`config.mk`:
```
export PLATFORM = sky130hd
export DESIGN_NAME = vec_mag_arbiter_flat
export DESIGN_NICKNAME = d
export VERILOG_FILES = /design/src/rtl/vec_mag_arbiter_if.sv /design/src/rtl/vec_mag_arbiter.sv /design/src/flat_wrapper.sv
export SDC_FILE = /design/constraint.sdc
export NUM_CORES = 1
export LEC_CHECK = 0
export BUFFER_PORTS_ARGS = -buffer_cell sky130_fd_sc_hd__buf_2
export CELL_PAD_IN_SITES_DETAIL_PLACEMENT = 1
export CELL_PAD_IN_SITES_GLOBAL_PLACEMENT = 1
export CORE_MARGIN = 1
export CORE_UTILIZATION = 26
export DETAILED_ROUTE_END_ITERATION = 6
export PLACE_DENSITY = 0.85
export SLEW_MARGIN = 20
export SYNTH_ARGS = -nofsm -noshare
export SYNTH_HDL_FRONTEND = slang
export SYNTH_SLANG_ARGS = --single-unit
```
`constraint.sdc`:
```
create_clock -name aclk -period 3.8 [get_ports aclk]
set_input_delay 0.95 -clock aclk [delete_from_list [all_inputs] [get_ports aclk]]
set_output_delay 0.95 -clock aclk [all_outputs]
set_load 0.005 [all_outputs]
```
`src/rtl/vec_mag_arbiter_if.sv`:
```
// Stream bundle joining the requester streams, the magnitude core and the tagged
// result consumer to vec_mag_arbiter. slave = arbiter side, master = environment side.
interface vec_mag_arbiter_if #(
  parameter int COORD_WIDTH = 8,
  parameter int NUM_SRC     = 4
);
  localparam int W  = 4 * COORD_WIDTH;
  localparam int IW = (NUM_SRC > 1) ? $clog2(NUM_SRC) : 1;

  logic [NUM_SRC*W-1:0] s_axis_tdata;
  logic [NUM_SRC-1:0]   s_axis_tvalid;
  logic [NUM_SRC-1:0]   s_axis_tlast;
  logic [NUM_SRC-1:0]   s_axis_tready;

  logic [W-1:0]         core_tdata;
  logic                 core_tvalid;
  logic                 core_tlast;
  logic                 core_tready;

  logic [W-1:0]         res_tdata;
  logic                 res_tvalid;
  logic                 res_tlast;
  logic                 res_tready;

  logic [W-1:0]         m_axis_tdata;
  logic                 m_axis_tvalid;
  logic                 m_axis_tlast;
  logic [IW-1:0]        m_axis_tid;
  logic                 m_axis_tready;

  modport slave (
    input  s_axis_tdata, s_axis_tvalid, s_axis_tlast,
    output s_axis_tready,
    output core_tdata, core_tvalid, core_tlast,
    input  core_tready,
    input  res_tdata, res_tvalid, res_tlast,
    output res_tready,
    output m_axis_tdata, m_axis_tvalid, m_axis_tlast, m_axis_tid,
    input  m_axis_tready
  );

  modport master (
    output s_axis_tdata, s_axis_tvalid, s_axis_tlast,
    input  s_axis_tready,
    input  core_tdata, core_tvalid, core_tlast,
    output core_tready,
    output res_tdata, res_tvalid, res_tlast,
    input  res_tready,
    input  m_axis_tdata, m_axis_tvalid, m_axis_tlast, m_axis_tid,
    output m_axis_tready
  );
endinterface

```
`src/rtl/vec_mag_arbiter.sv`:
```
// Packet-level round-robin arbiter feeding a shared magnitude core; results are tagged
// with their source from an in-order ID FIFO. Define VEC_MAG_ARB_STATS_EN for grant counters.
module vec_mag_arbiter #(
  parameter int COORD_WIDTH   = 8,
  parameter int NUM_SRC       = 4,
  parameter int ID_FIFO_DEPTH = 8
) (
  input  logic                           aclk,
  input  logic                           aresetn,
  vec_mag_arbiter_if.slave               bus,
  output logic                           arb_busy_o,
  output logic [$clog2(ID_FIFO_DEPTH):0] arb_inflight_o,
  output logic                           arb_orphan_o
`ifdef VEC_MAG_ARB_STATS_EN
  ,
  output logic [NUM_SRC*32-1:0]          arb_grant_cnt_o
`endif
);
  localparam int W  = 4 * COORD_WIDTH;
  localparam int IW = (NUM_SRC > 1) ? $clog2(NUM_SRC) : 1;
  localparam int CW = $clog2(ID_FIFO_DEPTH) + 1;
  localparam int PW = (ID_FIFO_DEPTH > 1) ? $clog2(ID_FIFO_DEPTH) : 1;
  localparam logic [CW-1:0] DEPTH_C = CW'(ID_FIFO_DEPTH);

  typedef enum logic {IDLE, LOCKED} state_t;

  state_t        state_q;
  logic [IW-1:0] grant_q;
  logic [IW-1:0] last_grant_q;

  logic [IW-1:0] rr_pick;
  logic [IW-1:0] cand;
  logic          rr_found;

  logic [IW-1:0] tag_mem [ID_FIFO_DEPTH];
  logic [PW-1:0] wr_ptr_q, wr_ptr_d;
  logic [PW-1:0] rd_ptr_q, rd_ptr_d;
  logic [CW-1:0] count_q, count_d;
  logic          orphan_q, orphan_d;

  logic grant_act;
  logic fifo_full;
  logic fifo_empty;
  logic g_tvalid;
  logic g_tlast;
  logic push;
  logic res_hs;
  logic pop;

  // Round-robin search starting one past the last winner
  always_comb begin
    rr_pick  = last_grant_q;
    rr_found = 1'b0;
    cand     = '0;
    for (int k = 1; k <= NUM_SRC; k++) begin
      cand = IW'((int'(last_grant_q) + k) % NUM_SRC);
      if (!rr_found && bus.s_axis_tvalid[cand]) begin
        rr_found = 1'b1;
        rr_pick  = cand;
      end
    end
  end

  assign grant_act  = (state_q == LOCKED);
  assign fifo_full  = (count_q == DEPTH_C);
  assign fifo_empty = (count_q == '0);
  assign g_tvalid   = bus.s_axis_tvalid[grant_q];
  assign g_tlast    = bus.s_axis_tlast[grant_q];

  assign bus.core_tdata  = bus.s_axis_tdata[grant_q*W +: W];
  assign bus.core_tlast  = g_tlast;
  assign bus.core_tvalid = grant_act && g_tvalid && !fifo_full;

  always_comb begin
    bus.s_axis_tready = '0;
    if (grant_act && !fifo_full) begin
      bus.s_axis_tready[grant_q] = bus.core_tready;
    end
  end

  // A core handshake is also the granted source's handshake, so it drives both push and release
  assign push = bus.core_tvalid && bus.core_tready;

  assign bus.m_axis_tdata  = bus.res_tdata;
  assign bus.m_axis_tlast  = bus.res_tlast;
  assign bus.m_axis_tvalid = bus.res_tvalid;
  assign bus.res_tready    = bus.m_axis_tready;
  assign bus.m_axis_tid    = fifo_empty ? '0 : tag_mem[rd_ptr_q];

  assign res_hs = bus.res_tvalid && bus.m_axis_tready;
  assign pop    = res_hs && !fifo_empty;

  always_ff @(posedge aclk or negedge aresetn) begin
    if (!aresetn) begin
      state_q      <= IDLE;
      grant_q      <= '0;
      last_grant_q <= IW'(NUM_SRC - 1);
    end else begin
      case (state_q)
        IDLE: begin
          if (rr_found) begin
            grant_q      <= rr_pick;
            last_grant_q <= rr_pick;
            state_q      <= LOCKED;
          end
        end
        LOCKED: begin
          if (push && g_tlast) begin
            state_q <= IDLE;
          end
        end
        default: state_q <= IDLE;
      endcase
    end
  end

  always_comb begin
    wr_ptr_d = wr_ptr_q + PW'(push);
    rd_ptr_d = rd_ptr_q + PW'(pop);
    count_d  = count_q;
    if (push && !pop) begin
      count_d = count_q + CW'(1);
    end else if (pop && !push) begin
      count_d = count_q - CW'(1);
    end
    orphan_d = orphan_q || (res_hs && fifo_empty);
  end

  always_ff @(posedge aclk or negedge aresetn) begin
    if (!aresetn) begin
      wr_ptr_q <= '0;
      rd_ptr_q <= '0;
      count_q  <= '0;
      orphan_q <= 1'b0;
    end else begin
      wr_ptr_q <= wr_ptr_d;
      rd_ptr_q <= rd_ptr_d;
      count_q  <= count_d;
      orphan_q <= orphan_d;
    end
  end

  // Tag storage carries no reset; occupancy is tracked entirely by the pointers and count
  always_ff @(posedge aclk) begin
    if (push) begin
      tag_mem[wr_ptr_q] <= grant_q;
    end
  end

  assign arb_busy_o     = grant_act || !fifo_empty;
  assign arb_inflight_o = count_q;
  assign arb_orphan_o   = orphan_q;

`ifdef VEC_MAG_ARB_STATS_EN
  logic [31:0] grant_cnt_q [NUM_SRC];

  always_ff @(posedge aclk or negedge aresetn) begin
    if (!aresetn) begin
      for (int i = 0; i < NUM_SRC; i++) begin
        grant_cnt_q[i] <= '0;
      end
    end else if (push) begin
      grant_cnt_q[grant_q] <= grant_cnt_q[grant_q] + 32'd1;
    end
  end

  for (genvar gi = 0; gi < NUM_SRC; gi++) begin : g_cnt_out
    assign arb_grant_cnt_o[gi*32 +: 32] = grant_cnt_q[gi];
  end
`endif

endmodule

```
`src/flat_wrapper.sv`:
```
// flat-port wrapper written by rule: the top's interface ports become plain ports
module vec_mag_arbiter_flat 
#(
  parameter int COORD_WIDTH   = 8,
  parameter int NUM_SRC       = 4,
  parameter int ID_FIFO_DEPTH = 8
)
  (aclk, aresetn, arb_busy_o, arb_inflight_o, arb_orphan_o, bus_s_axis_tdata, bus_s_axis_tvalid, bus_s_axis_tlast, bus_s_axis_tready, bus_core_tdata, bus_core_tvalid, bus_core_tlast, bus_core_tready, bus_res_tdata, bus_res_tvalid, bus_res_tlast, bus_res_tready, bus_m_axis_tdata, bus_m_axis_tvalid, bus_m_axis_tlast, bus_m_axis_tid, bus_m_axis_tready);
  vec_mag_arbiter_if #(.COORD_WIDTH(COORD_WIDTH), .NUM_SRC(NUM_SRC)) bus_i ();
  input  logic aclk;
  input  logic aresetn;
  output logic arb_busy_o;
  output logic [$clog2(ID_FIFO_DEPTH):0] arb_inflight_o;
  output logic arb_orphan_o;
  input wire logic [$bits(bus_i.s_axis_tdata)-1:0] bus_s_axis_tdata;
  input wire logic [$bits(bus_i.s_axis_tvalid)-1:0] bus_s_axis_tvalid;
  input wire logic [$bits(bus_i.s_axis_tlast)-1:0] bus_s_axis_tlast;
  output wire logic [$bits(bus_i.s_axis_tready)-1:0] bus_s_axis_tready;
  output wire logic [$bits(bus_i.core_tdata)-1:0] bus_core_tdata;
  output wire logic [$bits(bus_i.core_tvalid)-1:0] bus_core_tvalid;
  output wire logic [$bits(bus_i.core_tlast)-1:0] bus_core_tlast;
  input wire logic [$bits(bus_i.core_tready)-1:0] bus_core_tready;
  input wire logic [$bits(bus_i.res_tdata)-1:0] bus_res_tdata;
  input wire logic [$bits(bus_i.res_tvalid)-1:0] bus_res_tvalid;
  input wire logic [$bits(bus_i.res_tlast)-1:0] bus_res_tlast;
  output wire logic [$bits(bus_i.res_tready)-1:0] bus_res_tready;
  output wire logic [$bits(bus_i.m_axis_tdata)-1:0] bus_m_axis_tdata;
  output wire logic [$bits(bus_i.m_axis_tvalid)-1:0] bus_m_axis_tvalid;
  output wire logic [$bits(bus_i.m_axis_tlast)-1:0] bus_m_axis_tlast;
  output wire logic [$bits(bus_i.m_axis_tid)-1:0] bus_m_axis_tid;
  input wire logic [$bits(bus_i.m_axis_tready)-1:0] bus_m_axis_tready;
  assign bus_i.s_axis_tdata = bus_s_axis_tdata;
  assign bus_i.s_axis_tvalid = bus_s_axis_tvalid;
  assign bus_i.s_axis_tlast = bus_s_axis_tlast;
  assign bus_s_axis_tready = bus_i.s_axis_tready;
  assign bus_core_tdata = bus_i.core_tdata;
  assign bus_core_tvalid = bus_i.core_tvalid;
  assign bus_core_tlast = bus_i.core_tlast;
  assign bus_i.core_tready = bus_core_tready;
  assign bus_i.res_tdata = bus_res_tdata;
  assign bus_i.res_tvalid = bus_res_tvalid;
  assign bus_i.res_tlast = bus_res_tlast;
  assign bus_res_tready = bus_i.res_tready;
  assign bus_m_axis_tdata = bus_i.m_axis_tdata;
  assign bus_m_axis_tvalid = bus_i.m_axis_tvalid;
  assign bus_m_axis_tlast = bus_i.m_axis_tlast;
  assign bus_m_axis_tid = bus_i.m_axis_tid;
  assign bus_i.m_axis_tready = bus_m_axis_tready;
  vec_mag_arbiter #(.COORD_WIDTH(COORD_WIDTH), .NUM_SRC(NUM_SRC), .ID_FIFO_DEPTH(ID_FIFO_DEPTH)) u_core (.aclk(aclk), .aresetn(aresetn), .bus(bus_i), .arb_busy_o(arb_busy_o), .arb_inflight_o(arb_inflight_o), .arb_orphan_o(arb_orphan_o));
endmodule
```
# Yosys cells after proc, flatten, opt, wreduce, memory -nomap -nowiden
# Memories as Yosys holds them, arrays and structs flattened.
# Cells that the tools add are included.
[word_totals] elab_cells=83 ram_bits=16 mem_count=1 inputBits=174 ff_bits=16
[mem_list] memory="u_core.tag_mem" words=8 width=2 read_ports=1 rd_ports_with_merged_regs=0 write_ports=1 line="vec_mag_arbiter.sv:35" rtl="logic [IW-1:0] tag_mem [ID_FIFO_DEPTH];"
[op_classes] magnitude_cmp=6 shifts=1 n_reduce_logical=26 bitwise_logic=2 n_addsub=8 mux=31 n_eq_ne=1
[op_table] operator="$shiftx A128 B8 Y32" count=1
[op_table] operator="$lt A2 B3 Y1 const B" count=5
[op_table] operator="$mux W1" count=15
[op_table] operator="$logic_and A1 B1 Y1" count=14
[op_table] operator="$bmux W1 S2" count=6
[op_table] operator="$mux W4" count=3
[op_table] operator="$mux W2" count=5
[op_table] operator="$logic_not A1 Y1" count=7
[op_table] operator="$add A3 B1 Y3" count=2
[op_table] operator="$add A2 B1 Y2 const B" count=2
[op_table] operator="$add A2 B2 Y2 const B" count=2
[op_table] operator="$add A4 B1 Y4 const B" count=1
[op_table] operator="$and A4 B4 Y4" count=1
[op_table] operator="$eq A4 B4 Y1 const B" count=1
[op_table] operator="$logic_not A4 Y1" count=1
[op_table] operator="$sub A4 B1 Y4 const B" count=1
[op_table] operator="$demux W1 S2" count=1
[op_table] operator="$ge A2 B1 Y1 const B" count=1
[op_table] operator="$logic_or A1 B1 Y1" count=2
[op_table] operator="$pmux W1 S2" count=1
[op_table] operator="$reduce_and A2 Y1" count=1
[op_table] operator="$reduce_bool A2 Y1" count=1
[op_table] operator="$not A1 Y1" count=1

# Longest topological paths before layout
# Gate-level depths: netlist of run 1.
[depth] ltp_word=15 mapped_depth=10

# Worst setup path before layout of run 1
# OpenSTA, ideal clock, no wires.
[synth_timing] kind="input to register" start="input port bus_s_axis_tvalid[3]" end="register u_core.count_q[3] (netlist: u_core.arb_inflight_o[3])" t_arrival_ps=3000 stages=9 path_buffers=0 slack_ps=663 cell_sequence="mux4_2 and3_4 and2_4 ha_1 inv_1 ha_1 a21o_1 a2111oi_0 o31ai_1"
[synth_via] elab_chain_len=8 word_cells_on_any_way=10 classes_between="3 x mux; 7 x reduce/logical"
[synth_rtl] item="from (decl)" line="flat_wrapper.sv:16" rtl="input wire logic [$bits(bus_i.s_axis_tvalid)-1:0] bus_s_axis_tvalid;"
[synth_rtl] item="$bmux W1 S2 *" line="vec_mag_arbiter.sv:67" rtl="assign g_tvalid = bus.s_axis_tvalid[grant_q];"
[synth_rtl] item="$mux W1 (not written as such) *" line="vec_mag_arbiter.sv:67"
[synth_rtl] item="$logic_and A1 B1 Y1 * (2 in series)" line="vec_mag_arbiter.sv:72" rtl="assign bus.core_tvalid = grant_act && g_tvalid && !fifo_full;"
[synth_rtl] item="named net bus_core_tvalid" line="flat_wrapper.sv:20" rtl="output wire logic [$bits(bus_i.core_tvalid)-1:0] bus_core_tvalid;"
[synth_rtl] item="$logic_and A1 B1 Y1 *" line="vec_mag_arbiter.sv:82" rtl="assign push = bus.core_tvalid && bus.core_tready;"
[synth_rtl] item="$logic_not A1 Y1" line="vec_mag_arbiter.sv:123" rtl="end else if (pop && !push) begin"
[synth_rtl] item="$logic_and A1 B1 Y1" line="vec_mag_arbiter.sv:123"
[synth_rtl] item="$reduce_bool A2 Y1 (no line)"
[synth_rtl] item="to (signal assigned)" line="vec_mag_arbiter.sv:138" rtl="count_q <= count_d;"
[synth_rtl] item="to (decl)" line="vec_mag_arbiter.sv:38" rtl="logic [CW-1:0] count_q, count_d;"
# Mark *: on every way through the listed nets, which the timed path passes. The rest lies on a longest branch. The select of a mux whose other input is x is not followed.
# A chain may end at the register's enable or synchronous reset.

# Worst setup path in the final report of run 1
[layout_timing] start="input port bus_s_axis_tvalid[3]" end="register u_core.count_q[3] (netlist: u_core.arb_inflight_o[3])"
[layout_via] elab_chain_len=8 word_cells_on_any_way=10 classes_between="3 x mux; 7 x reduce/logical"
[layout_rtl] item="$bmux W1 S2 *" line="vec_mag_arbiter.sv:67"
[layout_rtl] item="$mux W1 (not written as such) *" line="vec_mag_arbiter.sv:67"
[layout_rtl] item="$logic_and A1 B1 Y1 * (2 in series)" line="vec_mag_arbiter.sv:72"
[layout_rtl] item="$logic_and A1 B1 Y1 *" line="vec_mag_arbiter.sv:82"
[layout_rtl] item="$logic_not A1 Y1" line="vec_mag_arbiter.sv:123"
[layout_rtl] item="$logic_and A1 B1 Y1" line="vec_mag_arbiter.sv:123"
[layout_rtl] item="$reduce_bool A2 Y1 (no line)"
# Every way passes the cells marked *; elsewhere a longest branch is shown, timed or not. The select of a mux whose other input is x is not followed.

==> key figures, run 1 <==
Floorplanning
  – Number of top-level pins: 255
  – Starting Density: 26.83%
  – Die Y: 102.2 µm
  – # rows: 36
  – Die Wd: 102.2 µm
  – Core Area: 0.009729 mm²
  – Die Footprint: 0.01044 mm²

Clocking
  – CTS Hold Bufs: 0
  – CTS tree: built
  – CTS H-tree depth: 2
  – Register clock-pin slew on the reported worst setup and hold paths: 0.07 ns
  – Max Buffers Root-to-Sink: 2
  – Clock root buffer master: clkbuf_8
  – Resized cells post-CTS: 0
  – CTS sink cnt: 32
  – Clk Latency, worst-skew pair: 0.29 ns
  – Setup repair bufs after CTS: 0
  – Total CTS buffers: 5

Critical path
  – Critical Path Max Stage Delay: 0.47 ns
  – CP Buf/Inv Count: 2
  – Crit path launch: bus_s_axis_tvalid[3]
  – Startpoint types: input pin
  – Req. time, crit path: 3.96 ns
  – R2R depth: 9
  – Max FO, Critical Path: 5
  – Crit path DAT: 3.34 ns
  – Worst path top cell family by delay: compound AO/OA/AOI/OAI gates
  – CP Cell Sequence: buf_2, mux4_2, and3_4, and2_4, ha_1, inv_1, ha_1, a21o_1, a2111oi_0, o31ai_1
  – Reg2reg setup slack: 0.84 ns
  – CP Capture Type: register
  – Crit-path slowest cell: mux4_2
  – R2R Path End: u_core.arb_inflight_o[3]$_DFFE_PN0P_
  – Critical R2R Launch: u_core.arb_inflight_o[1]$_DFFE_PN0P_
  – Crit path kind: in2reg
  – CP dominant cell by count: ha_1

Route
  – Final WL: 9539 µm
  – ANT nets after route: 0
  – Initial drt markers: 40
  – DR DRC count: 0
  – Drt pass-1 iters: 4
  – Via Count: 2314
  – Routed length per placed instance: 19.67 µm
  – Vias/cell: 4.771

Pwr
  – Net switching power: 0.0009016 W
  – Sw frac: 38.15%
  – Sequential Power Share: 26.9%
  – Clock share of power: 13.7%
  – Total power: 0.002363 W
  – Comb power frac: 59.4%
  – Pwr/cell area: 666.7 mW/mm²
  – Leak Pwr: 1.626 nW
  – Internal: 0.001462 W
  – Max IR drop VDD: 293.4 µV

Global route
  – Largest net degree at the start of global routing: 46
  – Grt ovf: 0
  – Total GRT Usage: 17.92%
  – Initial antenna violation count: 2
  – First-pass GRT wire length: 13570 µm
  – Vias in the first global route: 2465

Logic synthesis
  – Async SR Flop Fraction: 50.00%
  – Avg Inst Size Synth: 13.32 µm²
  – Synth warnings: 0
  – Mapped Cells: 196
  – Synth Cell Area: 0.002610 mm²
  – Sequential share of the synthesized area: 33.84%
  – Number of flops mapped to enable cells by yosys: 16
  – Synth unique cells: 39
  – #FFs+latches synth: 32
  – Mapped Nets: 378
  – Predominant post-synthesis flop cell: edfxtp_1

Flow run
  – Max Cap Viol: 0

STA
  – RSZ-0062 raised after global routing: no
  – Final Skew: 0.005649 ns
  – Least-Margin Pin Slew: 0.7623 ns
  – Final setup fails: 0
  – Fmax: 314.3 MHz
  – Fin crit period: 3.182 ns
  – Worst Hold Margin: 0.4847 ns
  – Final hold vios: 0
  – Final period utilization: 83.73%
  – Slew HR: 49.18%
  – Total negative slack: 0 ns
  – Final Max Tran Viols: 0

Worst hold path
  – Hold depth: 1
  – Hold Path End: u_core.arb_orphan_o$_DFF_PN0_
  – Hold WC Path Type: reg2reg
  – Hold path startpoint: u_core.arb_orphan_o$_DFF_PN0_

Run status
  – Outcome: complete, no violations

Finish
  – Fillers: 1165
  – Final non-filler cell total: 485
  – Growth of design area from synthesis to finish: 35.81%
  – Commonest non-fill, non-tap cell in the layout: buf_2
  – Final instance area: 0.003545 mm²
  – Proportion of layout cells with a drive suffix above 1: 70.57%
  – Fin nets: 531
  – Most frequent cells in the layout: 188 x buf_2, 38 x mux4_2, 16 x edfxtp_1, 12 x dfrtp_1

Placement
  – GPL Wtd Cong: 0.8115
  – Cells after DPL: 475
  – Placed Area: 0.003428 mm²
  – IO Port Bufs: 188
  – Detail Placement HPWL: 7969 µm
[sequential cells by signal, indices dropped and copies added (netlist names)]
signal,flops
u_core.grant_act,1
u_core.last_grant_q,2
u_core.arb_orphan_o,1
u_core.grant_q,2
u_core.tag_mem,16
u_core.arb_inflight_o,4
u_core.rd_ptr_q,3
u_core.wr_ptr_q,3
[layer usage]
layer  part of all wire [%]  up-vias  global-route usage [%]  routed length (µm)
li1                       -     1038                       -                   -
met1                     36     1153                   19.76                3462
met2                     57       98                   34.02                5393
met3                    4.0       25                   2.120                 380
met4                    3.2        0                   8.462                 303
met5                      0        -                       0                   0
[through the flow]
stage | utilization, % | setup WS, ns
after floorplan | - | 0.6634
after global placement | 35.24 | 0.4523
after detailed placement | 35.24 | 0.3389
after CTS | 36.38 | 0.6544
after global routing | 36.43 | 0.5267
final | 36.43 | 0.6183
[cell type report]
type | count | area (µm²) | share of cell area [%]
multi-input cells | 114 | 1394 | 39.32
repair buffers | 191 | 963.4 | 27.18
flip-flops and latches | 32 | 885.9 | 24.99
well taps | 133 | 166.4 | 4.695
clock buffers | 5 | 68.82 | 1.941
clock inverters | 3 | 42.54 | 1.200
inverters | 5 | 18.77 | 0.5295
diodes | 2 | 5.005 | 0.1412
[power groups by stage]
stage          combinational (W)  clock [W]  sequential [W]
2_1_floorplan           0.000961          0        0.000610
6_report                 0.00140   0.000324        0.000636
3_5_place_dp             0.00142          0        0.000640
3_3_place_gp             0.00135          0        0.000631
5_1_grt                  0.00153   0.000347        0.000654
4_1_cts                  0.00142   0.000338        0.000635
[cell families (layout without fill, tap and decap cells)]
| group | after synthesis | count (layout) | share of synthesized area, % |
|---|---|---|---|
| muxes | 43 | 43 | 34.76 |
| buffers and inverters | 50 | 204 | 12.75 |
| xor gates and xnor gates | 4 | 4 | 1.343 |
| AOI/OAI and AO/OA | 15 | 15 | 4.506 |
| and+or+nand+nor | 44 | 44 | 8.677 |
| DFF | 32 | 32 | 33.84 |
| adders and majority gates | 8 | 8 | 4.123 |
| other | 0 | 2 | 0 |
[worst max path at each step]
stage / to / cells after the start
floorplan: u_core.arb_inflight_o[3]$_DFFE_PN0P_ / 9
global placement: u_core.arb_inflight_o[3]$_DFFE_PN0P_ / 10
detailed placement: u_core.arb_inflight_o[3]$_DFFE_PN0P_ / 10
CTS: u_core.arb_inflight_o[3]$_DFFE_PN0P_ / 10
global route: u_core.arb_inflight_o[3]$_DFFE_PN0P_ / 10
finish: u_core.arb_inflight_o[3]$_DFFE_PN0P_ / 10
[cells in the mapped netlist (3+ instances only)]
cell type	n	area, µm²
nor2_1	11	41.29
buf_4	38	285.3
mux4_2	38	855.8
dfrtp_1	14	350.3
mux2i_1	4	40.04
ha_1	7	87.58
nor3_1	7	35.03
a21o_1	4	30.03
clkbuf_1	3	11.26
inv_1	5	18.77
nand2_1	11	41.29
edfxtp_1	16	480.5
[worst reg2reg max path: stages (launching register included)]
cell and delay (ns):
dfrtp_1 0.46, or4b_1 0.58, and3_4 0.21, and2_4 0.17, ha_1 0.22, inv_1 0.17
ha_1 0.26, a21o_1 0.21, a2111oi_0 0.42, o31ai_1 0.14
No activity file was read; power rests on OpenSTA's default activity.
==> run 2, diff against run 1 <==
==> constraint.sdc (replaced) <==
create_clock -name aclk -period 2.95 [get_ports aclk]
set_input_delay 0.7375 -clock aclk [delete_from_list [all_inputs] [get_ports aclk]]
set_output_delay 0.7375 -clock aclk [all_outputs]
set_load 0.005 [all_outputs]
==> key figures, run 2 (synthesized netlist as in run 1, its figures left out) <==
STA
  – Final hold vios: 0 (unchanged)
  – Final period utilization: 93.36%
  – Final Skew: 0.01139 ns (+0.005737 ns)
  – RSZ-0062 raised after global routing: no
  – Final setup fails: 0 (unchanged)
  – Slew HR: 57.29% (+8.1 points)
  – Final Max Tran Viols: 0 (unchanged)
  – Fin crit period: 2.754 ns
  – Fmax: 363.1 MHz
  – Least-Margin Pin Slew: 0.6318 ns (-0.1305 ns)

Finish
  – Commonest non-fill, non-tap cell in the layout: buf_2
  – Post-layout util: 37.13% (+0.69 points)
  – Proportion of layout cells with a drive suffix above 1: 70.95% (+0.38 points)
  – Top reg by flops: u_core.tag_mem
  – Fin nets: 539 (+1.5%)
  – Most frequent cells in the layout: 188 x buf_2, 38 x mux4_2, 16 x edfxtp_1, 12 x dfrtp_1
  – Max reg flops: 16 (unchanged)
  – Growth of design area from synthesis to finish: 38.40%

Pwr
  – Leak Pwr: 1.671 nW (+2.8%)
  – Max IR drop VDD: 360.8 µV (+23%)
  – Pwr/cell area: 858.5 mW/mm² (+29%)
  – Total power: 0.003101 W (+31%)

Critical path
  – R2R depth: 9 (unchanged)
  – Critical R2R Launch: u_core.arb_inflight_o[1]$_DFFE_PN0P_
  – Crit path launch: u_core.arb_inflight_o[1]$_DFFE_PN0P_
  – Reg2reg setup slack: 0.20 ns (-0.64 ns)
  – Max FO, Critical Path: 6 (+1)
  – CP Capture Type: register
  – Startpoint types: register
  – R2R Path End: u_core.arb_inflight_o[3]$_DFFE_PN0P_
  – Crit path DAT: 2.92 ns (-0.42 ns)
  – Req. time, crit path: 3.11 ns (-0.85 ns)
  – Crit path kind: reg2reg

Route
  – Via Count: 2369 (+2.4%)
  – Initial drt markers: 67 (+68%)
  – Routed length per placed instance: 19.63 µm (-0.21%)
  – Routed wl met3: 376 µm (-1.1%)
  – Final WL: 9656 µm (+1.2%)
  – Wl on met1: 3537 µm (+2.2%)
  – Metal2 WL: 5444 µm (+0.95%)
  – DR DRC count: 0 (unchanged)
  – DR top layer: met5
  – Drt pass-1 iters: 4 (unchanged)
  – Vias/cell: 4.815 (+0.92%)
  – ANT nets after route: 0 (unchanged)

Floorplanning
  – Die Wd: 102.2 µm (unchanged)
  – # rows: 36 (unchanged)
  – Core Area: 0.009729 mm² (unchanged)
  – Die Y: 102.2 µm (unchanged)
  – Starting Density: 26.83% (unchanged)
  – Number of top-level pins: 255 (unchanged)
  – Die Footprint: 0.01044 mm² (unchanged)

Worst hold path
  – Hold WC Path Type: in2async

Clocking
  – CTS H-tree depth: 2 (unchanged)
  – Setup repair bufs after CTS: 0 (unchanged)
  – Clock root buffer master: clkbuf_8
  – CTS sink cnt: 32 (unchanged)
  – Total CTS buffers: 5 (unchanged)
  – Max Buffers Root-to-Sink: 2 (unchanged)
  – Clk Latency, worst-skew pair: 0.29 ns (about the same)
  – Register clock-pin slew on the reported worst setup and hold paths: 0.07 ns (about the same)
  – CTS tree: built

Placement
  – GPL Wtd Cong: 0.8403 (+3.5%)
  – IO Port Bufs: 188 (unchanged)
  – Detail Placement HPWL: 8137 µm (+2.1%)

Global route
  – Vias in the first global route: 2428 (-1.5%)
  – Total GRT Usage: 17.85% (-0.066 points)
  – Initial antenna violation count: 2 (unchanged)
  – Largest net degree at the start of global routing: 46 (unchanged)
  – First-pass GRT wire length: 13430 µm (-1.0%)
  – Grt ovf: 0 (unchanged)

Run status
  – Outcome: complete, no violations

Flow run
  – Max Cap Viol: 0 (unchanged)
-- run 2: cell count changes in the layout (fill, tap and decap cells not counted), sizes merged --
cell,before,now
buf,191,199
clkbuf,5,6
clkinvlp,1,0
diode,2,1
-- run 2: how the worst max path moves through the flow --
stage,end,depth (start not counted)
after floorplan,u_core.arb_inflight_o[3]$_DFFE_PN0P_,9
after global placement,u_core.arb_inflight_o[3]$_DFFE_PN0P_,10
after detailed placement,u_core.arb_inflight_o[3]$_DFFE_PN0P_,10
after CTS,u_core.arb_inflight_o[3]$_DFFE_PN0P_,9
after global routing,u_core.arb_inflight_o[3]$_DFFE_PN0P_,10
final,u_core.arb_inflight_o[3]$_DFFE_PN0P_,9
-- run 2: repair_timing --
item / in CTS / in global routing
hold buffers: 0 / 0
resized for setup: 1 / 0
endpoints found under the setup margin: 1 / 0
-- run 2: where the power goes --
group	switching [W]	internal [W]
combinational	0.000828	0.00103
sequential	0.000173	0.000650
clock	0.000165	0.000250
-- run 2: routing by layer --
metal | track usage (%) | up-vias
li1 | - | 1053
met1 | 19.86 | 1185
met2 | 33.56 | 100
met3 | 3.010 | 29
met4 | 7.253 | 2
met5 | 0 | -
-- run 2: area by class of cell --
type	instances	area (µm²)
inverters	5	18.77
flip-flops and latches	32	885.9
clock buffers	6	72.57
clock inverters	2	35.03
multi-input cells	114	1395
repair buffers	199	1036
diodes	1	2.502
fillers	1156	6117
well taps	133	166.4
-- run 2: stage by stage --
stage / TNS (ns) / setup WS, ns / std cells / hold slack, ns / instance area, µm²
after global routing: 0 / 0.09795 / 492 / 0.3847 / 3612
final: 0 / 0.1959 / 492 / 0.3686 / 3612
after CTS: 0 / 0.03849 / 491 / 0.3782 / 3610
after detailed placement: -0.3332 / -0.3332 / 483 / 0.4643 / 3501
after floorplan: 0 / 0.02588 / 196 / 0.4419 / 2610
after global placement: -0.03763 / -0.03763 / 483 / 0.4475 / 3501
-- run 2: worst max-delay path, cell delays in order (launching register included) --
cell,delay (ns)
dfrtp_1,0.46
or4b_1,0.58
and3_4,0.20
and2_4,0.15
ha_1,0.18
inv_1,0.08
ha_1,0.23
a21o_1,0.22
a2111oi_1,0.40
o31ai_1,0.13
==> run 3, diff against run 2 <==
--- a/config.mk
+++ b/config.mk
@@ -11,7 +11,7 @@
 export CORE_MARGIN = 1
 export CORE_UTILIZATION = 26
 export DETAILED_ROUTE_END_ITERATION = 6
-export PLACE_DENSITY = 0.85
+export PLACE_DENSITY_LB_ADDON = 0.2
 export SLEW_MARGIN = 20
 export SYNTH_ARGS = -nofsm -noshare
 export SYNTH_HDL_FRONTEND = slang
==> constraint.sdc (replaced) <==
create_clock -name aclk -period 2.83 [get_ports aclk]
set_input_delay 0.7075 -clock aclk [delete_from_list [all_inputs] [get_ports aclk]]
set_output_delay 0.7075 -clock aclk [all_outputs]
set_load 0.005 [all_outputs]
==> key figures, run 3 (synthesized netlist as in run 1, its figures left out) <==
Floorplanning
  – Die Y: 102.2 µm (unchanged)
  – Starting Density: 26.83% (unchanged)
  – Number of top-level pins: 255 (unchanged)
  – Die Wd: 102.2 µm (unchanged)
  – # rows: 36 (unchanged)
  – Core Area: 0.009729 mm² (unchanged)
  – Die Footprint: 0.01044 mm² (unchanged)

Route
  – Via Count: 2313 (-2.4%)
  – ANT nets after route: 0 (unchanged)
  – Vias/cell: 4.673 (-3.0%)
  – Initial drt markers: 41 (-39%)
  – Routed length per placed instance: 19.75 µm (+0.63%)
  – Drt pass-1 iters: 4 (unchanged)
  – DR DRC count: 0 (unchanged)
  – Final WL: 9776 µm (+1.2%)

Global route
  – Largest net degree at the start of global routing: 46 (unchanged)
  – Vias in the first global route: 2420 (-0.33%)
  – Met1 Use GR: 20.05% (+0.19 points)
  – GR met2 Demand/Resource: 36.24% (+2.7 points)
  – First-pass GRT wire length: 13720 µm (+2.2%)
  – GR peak layer: met2
  – Grt ovf: 0 (unchanged)
  – Met3 Track Usage GR: 4.378% (+1.4 points)
  – Initial antenna violation count: 2 (unchanged)
  – Total GRT Usage: 18.62% (+0.77 points)

Critical path
  – Startpoint types: input pin
  – Req. time, crit path: 3.01 ns (-0.10 ns)
  – CP Capture Type: register
  – CP Cell Sequence: buf_2, mux4_2, and3_4, and2_4, ha_2, inv_2, ha_1, a21o_1, a21oi_1, mux2i_1, o31ai_1
  – Crit-path slowest cell: mux4_2
  – Worst path top cell family by delay: multiplexers
  – Crit path DAT: 2.76 ns (-0.16 ns)
  – Max FO, Critical Path: 3 (-3)
  – Critical Path Max Stage Delay: 0.45 ns (-0.13 ns)
  – CP Buf/Inv Count: 2 (+1)
  – Crit path kind: in2reg

STA
  – Least-Margin Pin Slew: 0.5732 ns (-0.05861 ns)
  – Slew HR: 61.25% (+4.0 points)
  – RSZ-0062 raised after global routing: no
  – Final hold vios: 0 (unchanged)
  – Final period utilization: 91.22%
  – Final Max Tran Viols: 0 (unchanged)
  – Final Skew: 0.01665 ns (+0.005266 ns)
  – Fmax: 387.4 MHz
  – Final setup fails: 0 (unchanged)
  – Fin crit period: 2.581 ns

Finish
  – Most frequent cells in the layout: 188 x buf_2, 38 x mux4_2, 16 x edfxtp_1, 13 x buf_4, 12 x dfrtp_1
  – Final instance area: 0.003618 mm² (+0.17%)
  – Top reg by flops: u_core.tag_mem
  – Proportion of layout cells with a drive suffix above 1: 71.75% (+0.80 points)
  – Fillers: 1150 (-0.52%)
  – Final non-filler cell total: 495 (+0.61%)
  – Fin nets: 542 (+0.56%)
  – Max reg flops: 16 (unchanged)
  – Growth of design area from synthesis to finish: 38.64%
  – Commonest non-fill, non-tap cell in the layout: buf_2

Placement
  – Detail Placement HPWL: 8431 µm (+3.6%)
  – GPL Wtd Cong: 0.8014 (-4.6%)
  – Placed Area: 0.003532 mm² (+0.89%)
  – IO Port Bufs: 188 (unchanged)
  – Cells after DPL: 486 (+0.62%)

Clocking
  – Clk Latency, worst-skew pair: 0.30 ns (about the same)
  – CTS sink cnt: 32 (unchanged)
  – Total CTS buffers: 5 (unchanged)
  – Resized cells post-CTS: 0 (-1)
  – Clock root buffer master: clkbuf_8
  – CTS tree: built
  – CTS Hold Bufs: 0 (unchanged)
  – CTS H-tree depth: 2 (unchanged)
  – Setup repair bufs after CTS: 0 (unchanged)
  – Register clock-pin slew on the reported worst setup and hold paths: 0.08 ns (about the same)
  – Max Buffers Root-to-Sink: 2 (unchanged)

Pwr
  – Max IR drop VDD: 322.6 µV (-11%)
  – Pwr/cell area: 878.2 mW/mm² (+2.3%)
  – Total power: 0.003178 W (+2.5%)
  – Leak Pwr: 1.669 nW (-0.16%)

Worst hold path
  – Hold WC Path Type: in2async

Flow run
  – Max Cap Viol: 0 (unchanged)

Run status
  – Outcome: complete, no violations
run 3: path summary, 6_finish.rpt:
check / from / end / slack, ns / depth (start not counted)
worst min register to register: u_core.arb_orphan_o$_DFF_PN0_ / u_core.arb_orphan_o$_DFF_PN0_ / 0.50 / 1
worst min-delay path: aresetn / u_core.arb_inflight_o[0]$_DFFE_PN0P_ / 0.32 / 1
min in group aclk: u_core.arb_orphan_o$_DFF_PN0_ / u_core.arb_orphan_o$_DFF_PN0_ / 0.50 / 1
max in group asynchronous: aresetn / u_core.last_grant_q[1]$_DFFE_PN1P_ / 2.20 / 1
worst max-delay path: bus_s_axis_tvalid[3] / u_core.arb_inflight_o[3]$_DFFE_PN0P_ / 0.25 / 11
worst max register to register: u_core.arb_inflight_o[3]$_DFFE_PN0P_ / u_core.arb_inflight_o[3]$_DFFE_PN0P_ / 0.27 / 10
run 3: layout make-up:
type | count | area, µm² | share of cell area, %
clock buffers | 6 | 72.57 | 2.006
multi-input cells | 114 | 1403 | 38.76
flip-flops and latches | 32 | 885.9 | 24.48
well taps | 133 | 166.4 | 4.599
inverters | 5 | 18.77 | 0.5187
diodes | 1 | 2.502 | 0.06916
repair buffers | 202 | 1059 | 29.25
clock inverters | 2 | 11.26 | 0.3112
run 3: worst register-to-register path, stage by stage (launching register included):
cell,delay [ns]
dfrtp_1,0.45
or4b_1,0.50
and3_4,0.20
and2_4,0.15
ha_2,0.17
inv_2,0.05
ha_1,0.21
a21o_1,0.22
a21oi_1,0.18
mux2i_1,0.22
o31ai_1,0.09
run 3: per-stage QoR:
step	worst slack, ns	hold slack, ns	setup TNS (ns)	util (%)
after CTS	0.2347	0.3369	0	37.17
after detailed placement	-0.08485	0.4801	-0.08485	36.30
after floorplan	0.04233	0.4119	0	-
after global routing	0.07157	0.3398	0	37.19
final	0.2485	0.3179	0	37.19
after global placement	-0.02002	0.4541	-0.02002	36.30
run 3: power by group:
group | switching, W | internal (W) | total (W)
sequential | 0.000154 | 0.000678 | 0.000832
combinational | 0.000881 | 0.00111 | 0.00199
clock | 0.000182 | 0.000171 | 0.000352
run 3: layer usage:
metal	wire [µm]	vias up	share of wire [%]
met2	5752	82	59
met1	3381	1156	35
met4	155	0	1.6
li1	-	1060	-
met5	0	-	0
met3	486	15	5.0
